## config.mk

```make
export PLATFORM = sky130hd
export DESIGN_NAME = dmac_ar_credit_arbiter
export DESIGN_NICKNAME = d
export VERILOG_FILES = /design/src/rtl/dmac_pkg.sv /design/src/rtl/dmac_rr_pick.sv /design/src/rtl/dmac_ar_credit_arbiter.sv
export SDC_FILE = /design/constraint.sdc
export NUM_CORES = 1
export LEC_CHECK = 0
export ABC_CLOCK_PERIOD_IN_PS = 10500
export BUFFER_PORTS_ARGS = -buffer_cell sky130_fd_sc_hd__buf_2
export CAP_MARGIN = 40
export CORE_MARGIN = 4
export CORE_UTILIZATION = 39
export CTS_CLUSTER_DIAMETER = 60
export DETAILED_ROUTE_END_ITERATION = 8
export GPL_ROUTABILITY_DRIVEN = 0
export PLACE_DENSITY = 0.75
export RECOVER_POWER = 100
export SLEW_MARGIN = 5
export SYNTH_ARGS = -nofsm -noshare
export SYNTH_HDL_FRONTEND = slang
export SYNTH_HIERARCHICAL = 1
export SYNTH_SLANG_ARGS = --single-unit
```

## constraint.sdc

```tcl
create_clock -name clk -period 10.5 [get_ports clk]
set_clock_uncertainty 0.15 [all_clocks]
set_input_delay 1.575 -clock clk [delete_from_list [all_inputs] [get_ports clk]]
set_output_delay 1.575 -clock clk [all_outputs]
set_load 0.01 [all_outputs]
```

## src/rtl/dmac_pkg.sv

```systemverilog
// Shared types and constants for the DMAC AXI read-address path.
package dmac_pkg;

  localparam logic [2:0] AXI_SIZE_4B    = 3'b010;
  localparam logic [1:0] AXI_BURST_INCR = 2'b01;
  localparam int         DMAC_LEN_W     = 4;

  typedef struct packed {
    logic [31:0]           addr;
    logic [DMAC_LEN_W-1:0] len;
  } ar_req_t;

  typedef enum logic {
    IDLE  = 1'b0,
    ISSUE = 1'b1
  } arb_state_e;

  // Index width that stays legal for a single requester.
  function automatic int idx_width(input int n);
    return (n > 1) ? $clog2(n) : 1;
  endfunction

endpackage

```

## src/rtl/dmac_rr_pick.sv

```systemverilog
// Round-robin first-one finder: scans eligible requesters starting at i_rr_ptr.
module dmac_rr_pick #(
  parameter int N     = 4,
  parameter int PTR_W = 2
) (
  input  logic [N-1:0]     i_eligible,
  input  logic [PTR_W-1:0] i_rr_ptr,
  output logic [N-1:0]     o_grant,
  output logic [PTR_W-1:0] o_idx,
  output logic             o_any
);

  // Wrap-around scan; the first hit after the pointer wins.
  always_comb begin
    logic [PTR_W-1:0] j;
    o_grant = '0;
    o_idx   = '0;
    o_any   = 1'b0;
    j       = '0;
    for (int k = 0; k < N; k++) begin
      j = PTR_W'((int'(i_rr_ptr) + k) % N);
      if (!o_any && i_eligible[j]) begin
        o_any      = 1'b1;
        o_grant[j] = 1'b1;
        o_idx      = j;
      end else begin
        o_any = o_any;
      end
    end
  end

endmodule

```

## src/rtl/dmac_ar_credit_arbiter.sv

```systemverilog
// Credit-aware round-robin scheduler sharing one AXI AR port among N_REQ initiators;
// a burst issues only when its requester is under MAX_OUTS and every beat has FIFO space.
module dmac_ar_credit_arbiter
  import dmac_pkg::*;
#(
  parameter int N_REQ        = 4,
  parameter int ID_W         = 4,
  parameter int LEN_W        = 4,
  parameter int MAX_OUTS     = 2,
  parameter int BEAT_CREDITS = 16
) (
  input  logic                   clk,
  input  logic                   rst,
  input  logic [N_REQ-1:0]       req_valid_i,
  input  logic [N_REQ*32-1:0]    req_addr_i,
  input  logic [N_REQ*LEN_W-1:0] req_len_i,
  output logic [N_REQ-1:0]       req_ready_o,
  output logic                   arvalid_o,
  input  logic                   arready_i,
  output logic [ID_W-1:0]        arid_o,
  output logic [31:0]            araddr_o,
  output logic [LEN_W-1:0]       arlen_o,
  input  logic                   r_hs_i,
  input  logic [ID_W-1:0]        rid_i,
  input  logic                   rlast_i,
  input  logic                   beat_free_i,
  output logic                   idle_o,
  output logic                   err_o
);

  localparam int PTR_W  = idx_width(N_REQ);
  localparam int CRD_W  = $clog2(BEAT_CREDITS + 1);
  localparam int OUT_W  = $clog2(MAX_OUTS + 1);
  localparam int NEED_W = (CRD_W > LEN_W + 1) ? CRD_W : LEN_W + 1;
  localparam int SUM_W  = NEED_W + 1;
  localparam logic [CRD_W-1:0] CRD_MAX  = CRD_W'(BEAT_CREDITS);
  localparam logic [OUT_W-1:0] OUTS_MAX = OUT_W'(MAX_OUTS);

  arb_state_e r_state, w_state_nxt;

  logic [PTR_W-1:0]       r_rr_ptr, r_gidx, w_idx;
  logic [N_REQ-1:0]       r_gnt, w_grant;
  logic [ID_W-1:0]        r_arid;
  logic [31:0]            r_araddr;
  logic [LEN_W-1:0]       r_arlen;
  logic [CRD_W-1:0]       r_credit, w_credit_nxt;
  logic                   r_err;

  logic [N_REQ-1:0]       w_eligible, w_rlast_hit, w_inc, w_dec, w_orphan, w_zero;
  logic [N_REQ*OUT_W-1:0] w_outs;
  logic [SUM_W-1:0]       w_crd_sum;
  logic                   w_any, w_load, w_ar_hs, w_rid_bad, w_crd_ovf, w_err_set;

  for (genvar gi = 0; gi < N_REQ; gi++) begin : g_req
    logic [OUT_W-1:0] r_cnt;

    assign w_eligible[gi]  = req_valid_i[gi] & (r_cnt < OUTS_MAX) &
                             (NEED_W'(r_credit) >=
                              NEED_W'(req_len_i[LEN_W*gi +: LEN_W]) + NEED_W'(1'b1));
    assign w_rlast_hit[gi] = r_hs_i & rlast_i & (32'(rid_i) == 32'(gi));
    assign w_inc[gi]       = w_ar_hs & r_gnt[gi];
    assign w_dec[gi]       = w_rlast_hit[gi] & (r_cnt != '0);
    assign w_orphan[gi]    = w_rlast_hit[gi] & (r_cnt == '0);
    assign w_zero[gi]      = (r_cnt == '0);
    assign w_outs[gi*OUT_W +: OUT_W] = r_cnt;

    // Issued-but-not-completed bursts; issue and rlast in one cycle cancel out.
    always_ff @(posedge clk) begin
      if (rst) begin
        r_cnt <= '0;
      end else begin
        r_cnt <= r_cnt + OUT_W'(w_inc[gi]) - OUT_W'(w_dec[gi]);
      end
    end
  end

  dmac_rr_pick #(
    .N     (N_REQ),
    .PTR_W (PTR_W)
  ) u_pick (
    .i_eligible (w_eligible),
    .i_rr_ptr   (r_rr_ptr),
    .o_grant    (w_grant),
    .o_idx      (w_idx),
    .o_any      (w_any)
  );

  assign w_ar_hs = (r_state == ISSUE) & arready_i;

  // Next state: arbitrate only in IDLE, hold the committed grant until ARREADY.
  always_comb begin
    w_state_nxt = r_state;
    w_load      = 1'b0;
    case (r_state)
      IDLE: begin
        if (w_any) begin
          w_state_nxt = ISSUE;
          w_load      = 1'b1;
        end else begin
          w_state_nxt = IDLE;
        end
      end
      ISSUE: begin
        if (arready_i) begin
          w_state_nxt = IDLE;
        end else begin
          w_state_nxt = ISSUE;
        end
      end
      default: begin
        w_state_nxt = IDLE;
      end
    endcase
  end

  // Credit: reserve len+1 beats at issue, return one per FIFO pop, saturate on excess returns.
  always_comb begin
    w_crd_sum = SUM_W'(r_credit) + SUM_W'(beat_free_i) -
                (w_ar_hs ? (SUM_W'(r_arlen) + SUM_W'(1'b1)) : '0);
    if (w_crd_sum > SUM_W'(CRD_MAX)) begin
      w_credit_nxt = CRD_MAX;
      w_crd_ovf    = 1'b1;
    end else begin
      w_credit_nxt = w_crd_sum[CRD_W-1:0];
      w_crd_ovf    = 1'b0;
    end
  end

  assign w_rid_bad = r_hs_i & rlast_i & (32'(rid_i) >= 32'(N_REQ));
  assign w_err_set = w_rid_bad | (|w_orphan) | w_crd_ovf;

  // FSM state, frozen AR payload, round-robin pointer, credit and sticky error.
  always_ff @(posedge clk) begin
    if (rst) begin
      r_state  <= IDLE;
      r_gidx   <= '0;
      r_gnt    <= '0;
      r_arid   <= '0;
      r_araddr <= '0;
      r_arlen  <= '0;
      r_rr_ptr <= '0;
      r_credit <= CRD_MAX;
      r_err    <= 1'b0;
    end else begin
      r_state <= w_state_nxt;
      if (w_load) begin
        r_gidx   <= w_idx;
        r_gnt    <= w_grant;
        r_arid   <= ID_W'(w_idx);
        r_araddr <= req_addr_i[32*w_idx +: 32];
        r_arlen  <= req_len_i[LEN_W*w_idx +: LEN_W];
      end
      if (w_ar_hs) begin
        r_rr_ptr <= (r_gidx == PTR_W'(N_REQ - 1)) ? '0 : r_gidx + PTR_W'(1'b1);
      end
      r_credit <= w_credit_nxt;
      r_err    <= r_err | w_err_set;
    end
  end

  assign arvalid_o   = (r_state == ISSUE);
  assign arid_o      = r_arid;
  assign araddr_o    = r_araddr;
  assign arlen_o     = r_arlen;
  assign req_ready_o = w_ar_hs ? r_gnt : '0;
  assign idle_o      = (&w_zero) & (r_credit == CRD_MAX) & (r_state == IDLE);
  assign err_o       = r_err;

endmodule

```

==> reports/qor.yml <==
yosysSeqAreaShare_pct: 26.3
post_cts_hold_buffers: 0
worstHoldPathCells: 2
cts_clk_pin_slew_worst_paths_ns: 0.06
report.final.setup_viol: 0
number_of_rows_in_the_core_area: 38
vdd.ir_drop.worst_mv: 0.167
r2r.worst_path.cells: 15
wirelength_microns: 13700
power_leakage_nw: 2.67
synth.distinct_cells: 45
rsz0062_at_grt: "false"
yosysWarningCount: 6
ioPinCount: 205
timing.setup.tns_ns: 0
clkLatencyLatePin_ns: 0.33
num_antenna_cells: 0
fp.dieW_microns: 115
placement.io_buffers: 202
area_of_the_die_sq_mm: 0.0133
grt_start_max_net_pins: 56
die_h_microns: 115
fmax_ghz: 0.136
grt_first_pass_wirelength_microns: 21400
final_net_count: 878
overflow: 0
critical_path_buf_inv_count: 3
vias_in_the_first_global_route: 4452
number_of_vias_per_cell_after_detailed_routing: 5.43
synth_top_cell_by_area: "dfxtp_1"
critPathLaunchType: "input port"
clk_root_buffer_cell: "clkbuf_16"
post-cts-setup-buffers: 0
post-synth-top-count-cell: "nand2_1"
path_cells: "clkbuf_1 > ha_1 > inv_1 > ha_1 > a21o_1 > a21o_1 > a211oi_1 > nor4b_1 > mux4_1 > and2b_2 > o21ai_0 > o31ai_4 > clkbuf_1 > mux4_2 > nand2_1 > a21oi_1"
pre_cts_ws_ns: 4.37
area_growth_syn_to_layout_pct: 30.2
run_status: "finished with violations"
design.core.area_sq_mm: 0.0111
violations: "max-capacitance violations, max-slew violations"
hold_ws_ns: 0.300
timing.final.crit_share_pct: 70.2
worst_setup_path_end_kind: "flip-flop"
drcViolationCount: 0
start_util_pct: 40.6
wl_per_cell_microns: 16.8
cpPeakStageDelay_ns: 1.95
critPathMaxFanout: 33
cts.repair.resized: 0
cts_buffers: 9
synth_top_cells_by_count: "94 x nand2_1, 59 x dfxtp_1, 49 x ha_1"
hp-class: "flip-flop to flip-flop"
routed-via-count: 4427
maxCapViolations: 2
worst_pin_slew_ns: 2.67
synth_enable_flop_cells: 0
critical_path_arrival_ns: 7.30
cts_num_sinks: 59
synthesis.instances: 481
global_route.usage.total_pct: 20.2
crit_type: "input port to flip-flop"
placement.cell_area_sq_mm: 0.00563
detail_route.iter0.violations: 270
final_util_pct: 52.8
crit_path_top_delay_cell: "clkbuf_1"
ys_top_cells_by_area: "dfxtp_1 26%, mux4_2 19%, ha_1 14%"
final_layout_size_suffix_gt1_share_pct: 32.7
critical_path_depth: 16
final.setup.worst_slack_ns: 3.13
ctsLongestPathBuffers: 2
worst-endpoint-required_ns: 10.43
slew_headroom_pct: -78.1
antenna_found_initial: 0
cp_top_family: "buffers and inverters"
h-tree-depth: 3
async_reset_ff_share_pct: 0
final-max-slew-violation-count: 90
cellPowerDensity_mw_per_mm2: 284
synth_largest_type_area_fraction_pct: 26.3
detail_route.first_pass.iterations: 7
synth_seq_cells: 59
detailed_place_hpwl_microns: 10900
clock_tree_from_tritoncts: "built"
antenna_violating_nets_post_route: 0
final_design_area_no_fill_sq_mm: 0.00585
syn_area_sq_mm: 0.00449
finalHoldViolCount: 0
post-route-min-period_ns: 7.37
synth-main-ff-cell: "dfxtp_1"
postSynthAreaPerCell_sq_um: 9.34
==> logic make-up (layout without fill, tap and decap cells) <==
logic type / Yosys count / after routing / share of synthesized area (%)
XOR/XNOR: 22 / 22 / 4.29
other: 1 / 2 / 0.0834
AND/OR/NAND/NOR: 166 / 166 / 17.2
multiplexers: 43 / 43 / 20.9
buffers and inverters: 54 / 247 / 5.65
flip-flops: 59 / 59 / 26.3
adder cells (fa/ha/maj): 50 / 50 / 14.1
AO/OA/AOI/OAI: 86 / 86 / 11.5
==> placed cells by master (no fill, tap or decap), types with 3 or more instances in the layout <==
master / n
inv_1: 24
nor2_2: 3
a21oi_1: 47
ha_1: 49
dfxtp_1: 59
xnor2_1: 12
nor2b_1: 6
nor2_1: 19
clkbuf_8: 4
o21ai_0: 8
nor4b_1: 6
mux4_2: 38
nand3_1: 11
xor2_1: 10
a22oi_1: 8
a21o_1: 10
nor3_1: 6
buf_2: 155
nand2_1: 94
and3_1: 5
nand2b_1: 8
clkbuf_1: 50
clkbuf_16: 9
a211oi_1: 5
==> final timing paths <==
| check | slack [ns] | from | endpoint |
|---|---|---|---|
| setup / recovery | 3.13 | req_len_i[8] | araddr_o[29]$_SDFFE_PP0P_ |
| hold / removal | 0.30 | r_gnt[3]$_SDFFE_PP0P_ | r_gnt[3]$_SDFFE_PP0P_ |
| setup reg to reg | 4.22 | r_credit[0]$_SDFF_PP0_ | araddr_o[29]$_SDFFE_PP0P_ |
| hold reg to reg | 0.30 | r_gnt[3]$_SDFFE_PP0P_ | r_gnt[3]$_SDFFE_PP0P_ |
==> area by class of cell <==
type / instances / area, sq um
fillers: 1043 / 5230
multi-input cells: 369 / 3080
flip-flops and latches: 59 / 1180
repair buffers: 207 / 1000
clock buffers: 13 / 280
well taps: 140 / 175
inverters: 24 / 90.1
clock inverters: 3 / 43.8
==> registers in the layout (all words and copies together) (netlist names) <==
register and count:
araddr_o 32, g_req.r_cnt 8, r_credit 5, arlen_o 4, r_gnt 4, r_gidx 2
r_rr_ptr 2, arvalid_o 1, err_o 1
==> where the power goes <==
part           switching (mW)  total (mW)  internal (mW)
sequential             0.0702       0.383          0.313
clock                   0.107       0.316          0.210
combinational           0.512       0.963          0.451
==> metrics by stage <==
stage                     instances  total power [mW]
after floorplan                 482              1.10
after global placement          796              1.30
after detailed placement        799              1.38
after CTS                       815              1.70
after global routing            815              1.80
final                           815              1.66
==> layer usage <==
metal	wire [microns]	global-route usage [%]
met5	0	0
met4	192	4.30
met3	968	4.79
met2	7130	36.2
met1	5440	24.6
==> worst register-to-register path, cell delays in order, from the launching register on <==
cell and delay, ns:
dfxtp_1 0.35, inv_1 0.14, ha_1 0.30, nand2b_1 0.09, a21o_1 0.12, a21o_1 0.12, a211oi_1 0.07, nor4b_1 0.76
mux4_1 0.52, and2b_2 0.25, o21ai_0 0.14, o31ai_4 0.20, clkbuf_1 1.95, mux4_2 0.71, nand2_1 0.09, a21oi_1 0.09
No activity file was read; power rests on OpenSTA's default activity.
